### config.mk
export PLATFORM = sky130hd
export DESIGN_NAME = byte_serial_complement
export DESIGN_NICKNAME = d
export VERILOG_FILES = /design/src/rtl/byte_serial_complement.sv
export SDC_FILE = /design/constraint.sdc
export NUM_CORES = 1
export LEC_CHECK = 0
export CORE_MARGIN = 1
export CORE_UTILIZATION = 30
export DETAILED_ROUTE_END_ITERATION = 6
export MAX_ROUTING_LAYER = met4
export PLACE_DENSITY = 0.55
export RECOVER_POWER = 100
export SYNTH_ARGS = -nofsm -noshare
export SYNTH_HDL_FRONTEND = slang
export SYNTH_SLANG_ARGS = --single-unit
### constraint.sdc
create_clock -name clk -period 3.33 [get_ports clk]
set_clock_uncertainty 0.2 [all_clocks]
set_input_delay 0.8325 -clock clk [delete_from_list [all_inputs] [get_ports clk]]
set_output_delay 0.8325 -clock clk [all_outputs]
set_load 0.02 [all_outputs]
### src/rtl/byte_serial_complement.sv
// Byte-serial 32-bit ones'/two's complement unit. A single 8-bit inverter/incrementer
// slice walks the operand LSB-first, with the carry held in a register between bytes.
module byte_serial_complement #(
    parameter int N_BYTES = 4
) (
    input  logic                   clk,
    input  logic                   rst_n,
    input  logic                   start,
    input  logic                   mode,
    input  logic [8*N_BYTES-1:0]   a,
    output logic                   ready,
    output logic                   done,
    output logic [8*N_BYTES-1:0]   result,
    output logic                   carry_out,
    output logic                   overflow
);

    localparam int W  = 8 * N_BYTES;
    localparam int KW = (N_BYTES > 1) ? $clog2(N_BYTES) : 1;
    localparam logic [KW-1:0] K_LAST   = KW'(N_BYTES - 1);
    localparam logic [W-1:0]  MOST_NEG = {1'b1, {(W-1){1'b0}}};

    localparam logic [1:0] S_IDLE = 2'd0;
    localparam logic [1:0] S_RUN  = 2'd1;
    localparam logic [1:0] S_DONE = 2'd2;

    logic [1:0]    r_state;
    logic [W-1:0]  r_a;
    logic          r_mode;
    logic [KW-1:0] r_k;
    logic          r_c;
    logic [W-1:0]  r_stage;

    logic [KW+2:0] w_base;
    logic [7:0]    w_byte;
    logic [8:0]    w_sum;
    logic [W-1:0]  w_stage_next;

    // One slice of the complement: invert the byte and add the incoming carry.
    function automatic logic [8:0] f_byte_cmp(input logic [7:0] b, input logic cin);
        return {1'b0, ~b} + {8'd0, cin};
    endfunction

    function automatic logic f_is_most_neg(input logic [W-1:0] v);
        return (v == MOST_NEG);
    endfunction

    assign w_base = {r_k, 3'b000};
    assign w_byte = r_a[w_base +: 8];
    assign w_sum  = f_byte_cmp(w_byte, r_c);

    // Staging with the current byte merged in, so the last RUN cycle can publish it directly.
    always_comb begin
        w_stage_next = r_stage;
        w_stage_next[w_base +: 8] = w_sum[7:0];
    end

    assign ready = (r_state == S_IDLE);
    assign done  = (r_state == S_DONE);

    always_ff @(posedge clk or negedge rst_n) begin
        if (!rst_n) begin
            r_state   <= S_IDLE;
            r_a       <= '0;
            r_mode    <= 1'b0;
            r_k       <= '0;
            r_c       <= 1'b0;
            r_stage   <= '0;
            result    <= '0;
            carry_out <= 1'b0;
            overflow  <= 1'b0;
        end else begin
            case (r_state)
                S_IDLE: begin
                    if (start) begin
                        r_a     <= a;
                        r_mode  <= mode;
                        r_k     <= '0;
                        r_c     <= mode;
                        r_state <= S_RUN;
                    end
                end
                S_RUN: begin
                    r_stage <= w_stage_next;
                    r_c     <= w_sum[8];
                    if (r_k == K_LAST) begin
                        r_k       <= '0;
                        r_state   <= S_DONE;
                        result    <= w_stage_next;
                        carry_out <= r_mode & w_sum[8];
                        overflow  <= r_mode & f_is_most_neg(r_a);
                    end else begin
                        r_k <= r_k + KW'(1);
                    end
                end
                S_DONE: begin
                    r_state <= S_IDLE;
                end
                default: begin
                    r_state <= S_IDLE;
                end
            endcase
        end
    end

endmodule

# Word-level counts from Yosys, hierarchy flattened
# Index checks and enable logic that the tools add are counted.
# classes
addsub,3
multipliers,0
div_mod_pow,0
magnitude_cmp,0
n_eq_ne,6
shift,3
n_mux,9
n_bitwise,3
n_reduce_logical,6
# ops
operator,n
32-bit bitwise mux,1
32-bit equality test (second input constant),1
8-bit by 7-bit variable shift with 32-bit output (first input constant),1
32-bit by 6-bit variable part select with 8-bit output,1
8-bit by 7-bit variable part select with 32-bit output,1
8-bit by 1-bit adder with 9-bit output,1
2-bit 2-to-1 mux,4
8-bit inverter,1
2-bit case mux with 2 select lines,2
2-bit AND reduction,4
5-bit negation with 7-bit output,1
2-bit equality test (second input constant),2
2-bit inequality test (second input constant),2
2-bit by 1-bit adder with 2-bit output (second input constant),1
1-bit bitwise AND,2
2-bit by 1-bit equality test with 1-bit output (second input constant),1
2-bit logical NOT,1
1-bit case mux with 2 select lines,1
2-bit nonzero test,1
1-bit 2-to-1 mux,1
# word_totals
register_bits,104
latch_bits,0
mem_bits_rw,0
romBits,0
input_bits,36
out_inout_bits,36
elab_cells,39
mem_count,0

# Longest topological paths before layout
# Gate-level depths: netlist of the first run.
# logic_depth
depth_word,5
depth_mapped,11
mapped_depth_nobuf,9

# Least setup slack after synthesis of the first run
# OpenSTA, ideal clock, no wires.
# synth_timing
kind,reg-to-reg
start,register r_k[1]
end,register r_stage[6]
setup_ns,0.068
arrival_ns,2.628
required_time_ns,3.062
path_slack_ns,0.434
path_stages_with_launch,8
period_less_slack_ns,2.896
cell_sequence,dfrtp_1 clkbuf_1 inv_1 ha_1 nor4b_1 and2_1 clkbuf_1 a32o_1
# synth_via
elab_chain_cells,5
word_cells_on_any_way,7
cone_classes,add/sub: 2; shift: 3; mux: 1; bitwise: 1
# synth_lines
item,line_no,rtl
from (decl),30,logic [KW-1:0] r_k;
from (signal assigned),93,r_k <= r_k + KW'(1);
32-bit by 6-bit variable part select with 8-bit output,49,assign w_byte = r_a[w_base +: 8];
8-bit inverter,41,"return {1'b0, ~b} + {8'd0, cin};"
8-bit by 1-bit adder with 9-bit output,41,
8-bit by 7-bit variable part select with 32-bit output,55,w_stage_next[w_base +: 8] = w_sum[7:0];
32-bit bitwise mux *,55,
to (signal assigned),84,r_stage <= w_stage_next;
to (decl),32,logic [W-1:0] r_stage;
# Mark *: on every way between the ends. The rest lies on a longest branch, timed or not.
# A chain may end at the register's enable or synchronous reset.

# Worst setup path after layout of the first run
# layout_timing
start,register r_k[0]
end,register result[30]
# layout_via
elab_chain_cells,5
word_cells_on_any_way,9
cone_classes,add/sub: 2; eq/ne: 1; shift: 3; mux: 1; bitwise: 1; reduce/logical: 1
# layout_lines
item,line_no,rtl
32-bit by 6-bit variable part select with 8-bit output,49,
8-bit inverter,41,
8-bit by 1-bit adder with 9-bit output,41,
8-bit by 7-bit variable part select with 32-bit output,55,
32-bit bitwise mux,55,
to (signal assigned),89,result <= w_stage_next;
to (decl),13,"output logic [8*N_BYTES-1:0] result,"
# Several ways; a longest one is shown, not always the timed one.

==> flow_summary.toml, run 1 <==
[yosys]
synth_xor_area_frac = 0.00952
synthesis.area_sq_mm = 0.00460
ys.flop_type = "dfrtp_1"
synthMuxAreaShare = 0.120
synth_edf_count = 0
yosysWarnings = 0
yosysUniqueCellTypes = 41
synthSimpleGateAreaFrac = 0.111
synthesis.nets = 420
ys_seq_elements = 104
synthCells = 376
synth_seq_area_share = 0.566
synthAdderAreaFrac = 0.0218
syn_avg_cell_area_sq_um = 12.2
synthArstFlopShare = 1.00
synth_compound_gate_area_share = 0.145
synth_top_family_by_area = "compound AO/OA/AOI/OAI gates"

[clock_network]
cts_max_path_buffers = 2
cts_buffers = 9
holdBufCountCts = 0
root_buffer = "clkbuf_16"
cts_tree = "done"
worst_skew_pair.late_latency_ns = 0.35
clk_pin_slew_ns = 0.07
htreeDepth = 3
cts.sinks = 104

[global_route]
grtUsageTotal = 0.160
grt_overflow = 0
grt_pass1_vias = 3457
grt_max_degree = 63
antenna_found_initial = 0
grt_pass1_wl_mm = 19.0

[layout]
antenna_cells = 0
nNetsFinal = 498
fillers = 1437
final_cells = 643
drive_gt1_frac = 0.155
most-common-layout-cells = "dfrtp_1 (103), nor2_1 (50), dlygate4sd3_1 (37)"
areaGrowthSynthToFinish_pct = 27.5
multi_input_area_sq_mm = 0.00186
finish.utilization = 0.398
regArea_sq_mm = 0.00260
final_common_cell = "dfrtp_1"

[floorplanning]
die_y_microns = 126
core_area_sq_mm = 0.0148
die-area_sq_mm = 0.0158
row_count = 44
io_pins = 72
die_w_microns = 126
start_util = 0.312

[sta]
hold_viol = 0
period_share = 0.901
fmax_mhz = 333
min_period_ns = 3.00
slew-limit-headroom = 0.0490
tns_ns = 0
setup_violations = 0
worst_pin_slew_ns = 1.43
rsz0062_at_grt = "false"
maxSlewViolCount = 0

[power_and_ir_drop]
power.leakage_nw = 2.50
power_density_mw_per_mm2 = 1040
ir_worst_vdd_mv = 0.536
p_total_w = 0.00612

[routing]
wirelength_mm = 11.4
wl_per_cell_microns = 17.7
drc = 0
ant_nets = 0
vias = 3385
viasPerCell = 5.26
firstDrtPassIters = 4
drt_iter0_drc = 185

[placement]
dp_cells = 627
portBuffers = 71
hpwl_mm = 8.00
routabilityCongestion = 0.774

[worst_setup_path]
r2r_start = "r_k[0]$_DFFE_PN0P_"
arrival_ns = 2.97
startpoint = "r_k[0]$_DFFE_PN0P_"
worstSetupEndpointType = "flip-flop"
start_kind = "flip-flop"
path_class = "reg2reg"
worstPathRequired_ns = 3.30
crit_fanout = 9

[min_path]
hold_class = "reg2reg"
min_from = "r_stage[30]$_DFFE_PN0P_"

[status]
status = "completed"

[flow_run]
max-cap-violations = 0
-- routing by layer --
| layer | up-vias | wire, microns | global-route usage |
|---|---|---|---|
| met1 | 1712 | 5390 | 0.214 |
| li1 | 1572 | - | - |
| met4 | 0 | 137 | 0.0446 |
| met2 | 91 | 5370 | 0.243 |
| met5 | - | 0 | - |
| met3 | 10 | 474 | 0.0361 |
-- worst paths after layout --
kind                                      endpoint  slack [ns]  depth (start not counted)
min in group asynchronous   result[31]$_DFFE_PN0P_        0.49                          1
max in group asynchronous   result[23]$_DFFE_PN0P_        1.54                          2
hold / removal             r_stage[30]$_DFFE_PN0P_        0.28                          2
setup / recovery            result[30]$_DFFE_PN0P_        0.33                          5
setup reg to reg            result[30]$_DFFE_PN0P_        0.33                          5
hold reg to reg            r_stage[30]$_DFFE_PN0P_        0.28                          2
-- logic make-up after synthesis --
| group | Yosys count |
|---|---|
| AOI/OAI and AO/OA | 84 |
| xor gates and xnor gates | 5 |
| adders and majority gates | 8 |
| buffers and inverters | 29 |
| DFF | 104 |
| muxes | 41 |
| and+or+nand+nor | 105 |
-- final cells by class --
type,instances,area share
sequential,104,0.444
multi-input combinational,243,0.317
timing repair buffer,86,0.139
clock buffer,14,0.0484
tap,184,0.0392
inverter,10,0.00640
clock inverter,2,0.00597
-- metrics by stage --
step	setup slack [ns]	hold slack [ns]	cell area (sq um)
floorplan	0.434	0.239	4600
global placement	0.291	0.256	5580
detailed placement	0.238	0.267	5580
CTS	0.215	0.281	5900
global route	0.113	0.299	5870
finish	0.329	0.280	5870
-- critical path, stage by stage, from the launching register on --
cell and delay, ns:
dfrtp_2 0.53, mux4_2 0.62, or4_1 0.61, or3_1 0.51, a32oi_1 0.25, a21oi_1 0.10
-- power breakdown --
group	switching (W)	internal [W]
Sequential	0.000437	0.00185
Combinational	0.00151	0.00120
Clock	0.000456	0.000664
Total	0.00241	0.00371
-- registers in the layout, summed over array words and instances, names as in the netlist --
register and flops:
r_c 1, r_state 2, result 32, carry_out 1, r_stage 32, r_mode 1, r_a 32, r_k 2
overflow 1
-- Yosys cell counts, drive strengths merged, types with 2 or more instances --
cell    number  area share
dfrtp      104        0.57
nor2        50       0.041
mux2        33       0.081
a22o        28       0.053
a221oi      20       0.038
nand2       18       0.015
clkbuf      14       0.011
a21oi       12       0.013
a32oi        8       0.015
ha           8       0.022
inv          8      0.0065
mux4         8       0.039
o21ai        8      0.0087
nor4         7      0.0095
buf          5      0.0076
nor3         5      0.0065
and2         4      0.0054
and3         4      0.0054
nor4b        4      0.0076
xnor2        4      0.0076
a32o         3      0.0065
or4          3      0.0057
clkinv       2      0.0016
nand2b       2      0.0027
nand4        2      0.0027
nor2b        2      0.0027
o31ai        2      0.0033
-- timing repair --
item / CTS / global route
setup buffers: 0 / 0
setup endpoints to repair: 0 / 1
gates resized for setup: 0 / 1
(Power assumes the default switching activity.)
==> run 2, diff against run 1 <==
--- a/config.mk
+++ b/config.mk
@@ -5,11 +5,12 @@
 export SDC_FILE = /design/constraint.sdc
 export NUM_CORES = 1
 export LEC_CHECK = 0
+export CAP_MARGIN = 10
 export CORE_MARGIN = 1
 export CORE_UTILIZATION = 30
 export DETAILED_ROUTE_END_ITERATION = 6
 export MAX_ROUTING_LAYER = met4
-export PLACE_DENSITY = 0.55
+export PLACE_DENSITY = 0.56
 export RECOVER_POWER = 100
 export SYNTH_ARGS = -nofsm -noshare
 export SYNTH_HDL_FRONTEND = slang
==> constraint.sdc (replaced) <==
create_clock -name clk -period 2.7 [get_ports clk]
set_clock_uncertainty 0.2 [all_clocks]
set_input_delay 0.675 -clock clk [delete_from_list [all_inputs] [get_ports clk]]
set_output_delay 0.675 -clock clk [all_outputs]
set_load 0.02 [all_outputs]
==> flow_summary.toml, run 2 (same netlist as run 1, synthesis figures left out) <==
[power_and_ir_drop]
p_clk_frac = 0.161
ir_worst_vdd_mv = 0.532
power.switching_w = 0.00323
intPower_w = 0.00489
power.leakage_nw = 2.63
netSwitchingFraction = 0.398
power_density_mw_per_mm2 = 1320
pwr-share-seq = 0.343
p_comb_frac = 0.496

[sta]
period_share = 1.00
setup_ws_ns = -0.0103
fmax_mhz = 369
min_period_ns = 2.71
worst_pin_slew_ns = 1.07
rsz0062_at_grt = "true"
hold_viol = 0
slew-limit-headroom = 0.285
maxSlewViolCount = 0
setup_violations = 3

[clock_network]
root_buffer = "clkbuf_16"
worst_skew_pair.late_latency_ns = 0.35
cts.sinks = 104
htreeDepth = 3
cts_buffers = 9
cts_tree = "done"
cts_max_path_buffers = 2
clk_pin_slew_ns = 0.07

[floorplanning]
die-area_sq_mm = 0.0158
start_util = 0.312
core_area_sq_mm = 0.0148
die_y_microns = 126
die_w_microns = 126
row_count = 44
io_pins = 72

[layout]
nNetsFinal = 516
most-common-layout-cells = "dfrtp_1 (104), nor2_1 (50), dlygate4sd3_1 (37)"
drive_gt1_frac = 0.241
areaGrowthSynthToFinish_pct = 33.6
largest_registers = "r_a x32, r_stage x32, result x32"
antenna_cells = 0
finish.utilization = 0.417
final_common_cell = "dfrtp_1"

[worst_setup_path]
start_kind = "flip-flop"
reg2regPathDepth = 8
worstPathRequired_ns = 2.74
path_class = "reg2reg"
arrival_ns = 2.75
crit_fanout = 6
worstSetupEndpointType = "flip-flop"
ff2ff_setup_slack_ns = -0.01

[min_path]
hold_class = "reg2reg"
whs_path_depth = 2

[routing]
ant_nets = 0
drt_iter0_drc = 253
wirelength_mm = 11.9
wl_per_cell_microns = 18.0
vias = 3512
firstDrtPassIters = 4
viasPerCell = 5.31
drc = 0

[placement]
portBuffers = 71
routabilityCongestion = 0.792
hpwl_mm = 8.42
pre_cts_slack_ns = -0.0870

[status]
violations = "setup timing"
status = "finished with violations"

[flow_run]
max-cap-violations = 0

[global_route]
grt_pass1_vias = 3518
grt_pass1_wl_mm = 19.1
grt_overflow = 0
grt_max_degree = 43
antenna_found_initial = 0
grtUsageTotal = 0.162
-- run 2: cell types whose count changed in the layout (fill, tap and decap cells not counted), sizes merged --
cell | previous run | this run
buf | 10 | 22
clkinvlp | 0 | 1
clkbuf | 20 | 23
clkinv | 3 | 5
-- run 2: power groups by stage --
stage	clock, W	combinational (W)	sequential, W
2_1_floorplan	0	0.00211	0.00295
3_3_place_gp	0	0.00384	0.00280
3_5_place_dp	0	0.00391	0.00282
4_1_cts	0.00134	0.00392	0.00279
5_1_grt	0.00140	0.00433	0.00289
6_report	0.00131	0.00402	0.00279
-- run 2: layer usage --
metal	part of all wire	up-vias	GRT usage
li1	-	1602	-
met1	0.45	1777	0.209
met2	0.48	118	0.248
met3	0.048	15	0.0361
met4	0.015	0	0.0624
met5	0	-	-
-- run 2: final cells by class --
cell class / count / area (sq um)
clock buffer: 11 / 243
clock inverter: 5 / 56.3
fill: 1440 / 8610
inverter: 10 / 37.5
multi-input combinational: 243 / 2030
sequential: 104 / 2600
tap: 184 / 230
timing repair buffer: 104 / 948
-- run 2: worst paths after layout --
path                                   startpoint                      end
min reg2reg                result[31]$_DFFE_PN0P_   result[31]$_DFFE_PN0P_
max in group asynchronous                   rst_n   result[19]$_DFFE_PN0P_
max reg2reg                    r_k[0]$_DFFE_PN0P_  r_stage[13]$_DFFE_PN0P_
max                            r_k[0]$_DFFE_PN0P_  r_stage[13]$_DFFE_PN0P_
min in group asynchronous                   rst_n    result[7]$_DFFE_PN0P_
min                        result[31]$_DFFE_PN0P_   result[31]$_DFFE_PN0P_
-- run 2: critical path, stage by stage, from the launching register on --
cell and delay, ns:
dfrtp_1 0.40, buf_12 0.14, mux4_2 0.50, inv_2 0.08
ha_4 0.13, nor3b_4 0.18, or4b_4 0.55, and2_4 0.20
a22o_1 0.22
-- run 2: through the flow --
stage	std cells	total power, W	hold WS, ns	setup TNS (ns)	cell area [sq um]
final	661	0.00812	0.285	-0.0181	6150
after global routing	661	0.00862	0.319	-0.891	6150
after CTS	657	0.00806	0.141	-0.0738	6060
after detailed placement	641	0.00672	0.276	-0.246	5760
after global placement	641	0.00664	0.260	-0.0348	5760
after floorplan	376	0.00506	0.179	-0.116	4650
-- run 2: timing repair --
action,in CTS,in global routing
pin swaps,0,11
buffers inserted,0,4
resized for setup,1,25
endpoints found under the setup margin,11,29
hold buffers,0,0
cloned,0,0
